==> src/rtl/fso_payload_arbiter.sv <==
// fso_payload_arbiter: frame-granular round-robin share of the framer payload
// port between s0 (user) and s1 (mgmt). Optional fill frames: FSO_ARB_FILL_EN.
module fso_payload_arbiter #(
    parameter int              W                = 32,
    parameter int              PAYLOAD_WORDS    = 16,
    parameter int              FRAMES_PER_BLOCK = 255,
    parameter logic [W-1:0]    FILL_WORD        = 32'hA5A5_5A5A
) (
    input  logic         clk,
    input  logic         rst,
    input  logic [W-1:0] s0_data,
    input  logic         s0_valid,
    input  logic         s0_frame_rdy,
    output logic         s0_ready,
    input  logic [W-1:0] s1_data,
    input  logic         s1_valid,
    input  logic         s1_frame_rdy,
    output logic         s1_ready,
    output logic [W-1:0] m_data,
    output logic         m_valid,
    output logic         m_block_start,
    input  logic         m_ready,
    output logic [1:0]   o_grant,
    output logic [15:0]  o_frame_in_block,
    output logic [15:0]  o_fill_count
);

    localparam int WCW = (PAYLOAD_WORDS > 1) ? $clog2(PAYLOAD_WORDS) : 1;
    localparam int FCW = (FRAMES_PER_BLOCK > 1) ? $clog2(FRAMES_PER_BLOCK) : 1;
    localparam logic [WCW-1:0] WLAST = WCW'(PAYLOAD_WORDS - 1);
    localparam logic [FCW-1:0] FLAST = FCW'(FRAMES_PER_BLOCK - 1);

    typedef enum logic [1:0] {SEL, GNT0, GNT1, FILL} state_t;

    state_t         state_q, state_d;
    logic [WCW-1:0] word_cnt_q, word_cnt_d;
    logic [FCW-1:0] frame_cnt_q, frame_cnt_d;
    logic           ptr_q, ptr_d;
    logic [1:0]     grant_q, grant_d;
    logic           xfer;
`ifdef FSO_ARB_FILL_EN
    logic [15:0]    fill_cnt_q, fill_cnt_d;
`endif

    // Grant decision, owner mux and word/frame bookkeeping.
    always_comb begin
        state_d     = state_q;
        word_cnt_d  = word_cnt_q;
        frame_cnt_d = frame_cnt_q;
        ptr_d       = ptr_q;
`ifdef FSO_ARB_FILL_EN
        fill_cnt_d  = fill_cnt_q;
`endif
        m_data      = '0;
        m_valid     = 1'b0;
        s0_ready    = 1'b0;
        s1_ready    = 1'b0;
        unique case (state_q)
            SEL: begin
                if (s0_frame_rdy && s1_frame_rdy) begin
                    state_d = ptr_q ? GNT1 : GNT0;
                    ptr_d   = ~ptr_q;
                end else if (s0_frame_rdy) begin
                    state_d = GNT0;
                    ptr_d   = 1'b1;
                end else if (s1_frame_rdy) begin
                    state_d = GNT1;
                    ptr_d   = 1'b0;
                end
`ifdef FSO_ARB_FILL_EN
                else if (frame_cnt_q != '0) begin
                    state_d = FILL;
                end
`endif
            end
            GNT0: begin
                m_data   = s0_data;
                m_valid  = s0_valid;
                s0_ready = m_ready;
            end
            GNT1: begin
                m_data   = s1_data;
                m_valid  = s1_valid;
                s1_ready = m_ready;
            end
`ifdef FSO_ARB_FILL_EN
            FILL: begin
                m_data  = FILL_WORD;
                m_valid = 1'b1;
            end
`endif
            default: ;
        endcase

        xfer = m_valid & m_ready;
        if (xfer) begin
            if (word_cnt_q == WLAST) begin
                word_cnt_d  = '0;
                state_d     = SEL;
                frame_cnt_d = (frame_cnt_q == FLAST) ? '0 : frame_cnt_q + 1'b1;
`ifdef FSO_ARB_FILL_EN
                if (state_q == FILL && fill_cnt_q != 16'hFFFF) begin
                    fill_cnt_d = fill_cnt_q + 16'd1;
                end
`endif
            end else begin
                word_cnt_d = word_cnt_q + 1'b1;
            end
        end

        grant_d = {state_d == GNT1, state_d == GNT0};
    end

    // State and counter registers with synchronous reset.
    always_ff @(posedge clk) begin
        if (rst) begin
            state_q     <= SEL;
            word_cnt_q  <= '0;
            frame_cnt_q <= '0;
            ptr_q       <= 1'b0;
            grant_q     <= 2'b00;
`ifdef FSO_ARB_FILL_EN
            fill_cnt_q  <= '0;
`endif
        end else begin
            state_q     <= state_d;
            word_cnt_q  <= word_cnt_d;
            frame_cnt_q <= frame_cnt_d;
            ptr_q       <= ptr_d;
            grant_q     <= grant_d;
`ifdef FSO_ARB_FILL_EN
            fill_cnt_q  <= fill_cnt_d;
`endif
        end
    end

    assign m_block_start    = (word_cnt_q == '0) && (frame_cnt_q == '0) && m_valid;
    assign o_grant          = grant_q;
    assign o_frame_in_block = 16'(frame_cnt_q);
`ifdef FSO_ARB_FILL_EN
    assign o_fill_count     = fill_cnt_q;
`else
    assign o_fill_count     = 16'd0;
`endif

endmodule
==> config.mk <==
export PLATFORM = sky130hd
export DESIGN_NAME = fso_payload_arbiter
export DESIGN_NICKNAME = d
export VERILOG_FILES = /design/src/rtl/fso_payload_arbiter.sv
export SDC_FILE = /design/constraint.sdc
export NUM_CORES = 1
export LEC_CHECK = 0
export CORE_MARGIN = 1.5
export CORE_UTILIZATION = 32
export CTS_BUF_LIST = sky130_fd_sc_hd__clkbuf_4 sky130_fd_sc_hd__clkbuf_8 sky130_fd_sc_hd__clkbuf_16
export CTS_CLUSTER_SIZE = 14
export DETAILED_ROUTE_END_ITERATION = 12
export GPL_ROUTABILITY_DRIVEN = 1
export GPL_TIMING_DRIVEN = 0
export PLACE_DENSITY = 0.82
export SLEW_MARGIN = 20
export SYNTH_ARGS = -nofsm -noshare
export SYNTH_HDL_FRONTEND = slang
export SYNTH_SLANG_ARGS = --single-unit
==> constraint.sdc <==
create_clock -name clk -period 2.6 [get_ports clk]
set_input_delay 0.65 -clock clk [delete_from_list [all_inputs] [get_ports clk]]
set_output_delay 0.65 -clock clk [all_outputs]
set_load 0.02 [all_outputs]
==> results.cfg <==
[outcome]
status = completed

[sta]
hold_ws_ns = 0.483
skew_ns = 0.00822
maxSlewViolCount = 0
setup_ws_ns = 0.108
max_freq_ghz = 0.401
period_minus_slack_ns = 2.49
finalSetupTns_ns = 0
hold_violations = 0
period_share = 0.958
setup_viol = 0
rsz0062_at_grt = no

[floorplanning]
start_util = 0.333
core_um2 = 4750
die_w_um = 73.4
io_pins = 141
die-area_um2 = 5390
placementRows = 25
die_h_um = 73.4

[power_and_ir_drop]
vdd_drop_max_mv = 0.441
power.density_nw_per_um2 = 326
p_total_mw = 0.966
power_leakage_nw = 1.30

[placed_design]
io_buffers = 116
dp_slack_ns = -0.455
place_congestion = 0.807
hpwl_mm = 4.56

[cts]
cts_tree = yes
cts_buffers = 3
clockBufferDepth = 2
insertion_delay_ns = 0.25
clock_sinks = 17
path_clk_slew_ns = 0.06
cts-root-buf = clkbuf_8
h-tree-depth = 1

[yosys]
synth.area.mux_share = 0
syn_inst = 207
ys_warn_count = 0
synth_edf_count = 0
synth_fa_ha_area_frac = 0.0631
netlist_area_um2 = 1590
synth_xor_area_frac = 0.0387
yosys.area_share.simple = 0.287
synth.avg_cell_area_um2 = 7.66
synth_compound_area_frac = 0.230
async_flop_share = 0
synth_top_family_by_area = simple AND/OR/NAND/NOR gates
yosysUniqueCellTypes = 32
ys_ff_latch = 17
synthFlopType = dfxtp_1
yosysSeqAreaShare = 0.215

[global_route]
grt_pass1_wl_mm = 8.06
grt_usage = 0.187
grt_pass1_vias = 1710
antenna_found_initial = 0
grt_overflow_total = 0
grt_max_degree = 11

[critical_path]
critPathMaxFanout = 10
cp.required_ns = 1.95
r2r_end = frame_cnt_q[7]
arrival_ns = 1.84
cp-start-kind = flop
slowest_delay_ns = 0.38
r2r-start = state_q[1]
endpoint = m_data[20]
crit_buf_inv = 4
crit_type = reg2out
cp_slowest_cell = dfxtp_1
crit_start = state_q[1]
path_cells = inv_1 -> ha_1 -> buf_4 -> buf_2 -> a22oi_1 -> nor2b_1 -> dlygate4sd2_1
reg2reg_depth = 7
r2r_slack_ns = 0.35
cp_top_family = buffers and inverters
cp-end-kind = output port
worst-path-stages = 7

[route]
via_per_inst = 4.60
num_vias = 1921
drt_wl_total_mm = 5.59
drc = 0
wl_per_cell_um = 13.4
final_antenna_net_count = 0
drt_iter0_markers = 39
dr.pass1.iters = 4

[finish]
final_common_cell = clkdlybuf4s50_1
layout_common_cells = clkdlybuf4s50_1, nor2b_1, a22oi_1, buf_4, conb_1
post-route-util = 0.623
n_antenna_cell = 0
drive_gt1_frac = 0.154
layout.nets = 431
area_growth_pct = 86.7

[min_path]
hp-start = ptr_q
hold_class = reg2reg

[job]
cap_violations = 0
state kept, by name, indices dropped and copies added, names as in the netlist:
name and cells:
frame_cnt_q 8, o_grant 2, ptr_q 1, state_q 2
word_cnt_q 4
synth_stat cells, types with 4 or more instances:
library cell / count / area, µm²
and2_1: 4 / 25.0
inv_1: 7 / 26.3
clkbuf_1: 7 / 26.3
nand3_1: 9 / 45.0
a21oi_1: 11 / 55.1
xnor2_1: 4 / 35.0
dfxtp_1: 17 / 340
nand2_1: 8 / 30.0
nor2b_1: 32 / 200
a22oi_1: 32 / 240
ha_1: 8 / 100
buf_4: 26 / 195
nor2_1: 11 / 41.3
worst register-to-register path, cell delays in order, from the launching register on:
cell and delay (ns):
dfxtp_1 0.38, inv_1 0.09, ha_2 0.42, nand2_2 0.12, or3_1 0.37, buf_2 0.19, or4_1 0.48, a21oi_1 0.15
cell families after synthesis:
kind of cell,Yosys count
other,1
buffers and inverters,43
AND/OR/NAND/NOR,81
adder cells (fa/ha/maj),8
XOR/XNOR,7
AO/OA/AOI/OAI,50
flip-flops,17
area by class of cell:
| type | count | area [µm²] |
|---|---|---|
| plain buffers | 36 | 245 |
| clock buffers | 4 | 48.8 |
| fillers | 443 | 1790 |
| inverters | 7 | 26.3 |
| multi-input cells | 170 | 1090 |
| flip-flops and latches | 17 | 342 |
| well taps | 67 | 83.8 |
| repair buffers | 117 | 1130 |
what timing repair did:
item,in CTS,in global routing
gates resized for setup,46,35
endpoints found under the setup margin,35,33
setup buffers,0,1
pin swaps,0,1
hold buffers,0,0
report_power, final:
group	internal (mW)	switching [mW]	total (mW)
logic	0.252	0.231	0.483
registers	0.270	0.00626	0.276
clock network	0.119	0.0882	0.207
per-stage QoR:
stage                     instance area, µm²  std cells
after detailed placement                2920        413
final                                   2960        418
after CTS                               2940        417
after floorplan                         1670        230
after global placement                  2920        413
after global routing                    2960        418
how the worst min path moves through the flow:
stage,end,slack (ns),cells after the start
2_1_floorplan,ptr_q,0.45,1
5_1_grt,o_grant[0],0.52,2
3_3_place_gp,ptr_q,0.46,1
3_5_place_dp,ptr_q,0.48,1
6_report,ptr_q,0.48,1
4_1_cts,ptr_q,0.49,1
metal layers:
layer	global-route usage	wire length, µm	vias to the layer above
li1	-	-	973
met1	0.201	2100	861
met2	0.356	2870	77
met3	0.0480	481	10
met4	0.0576	142	0
met5	0	0	-
Note: power is estimated with default switching activity, not from simulation.
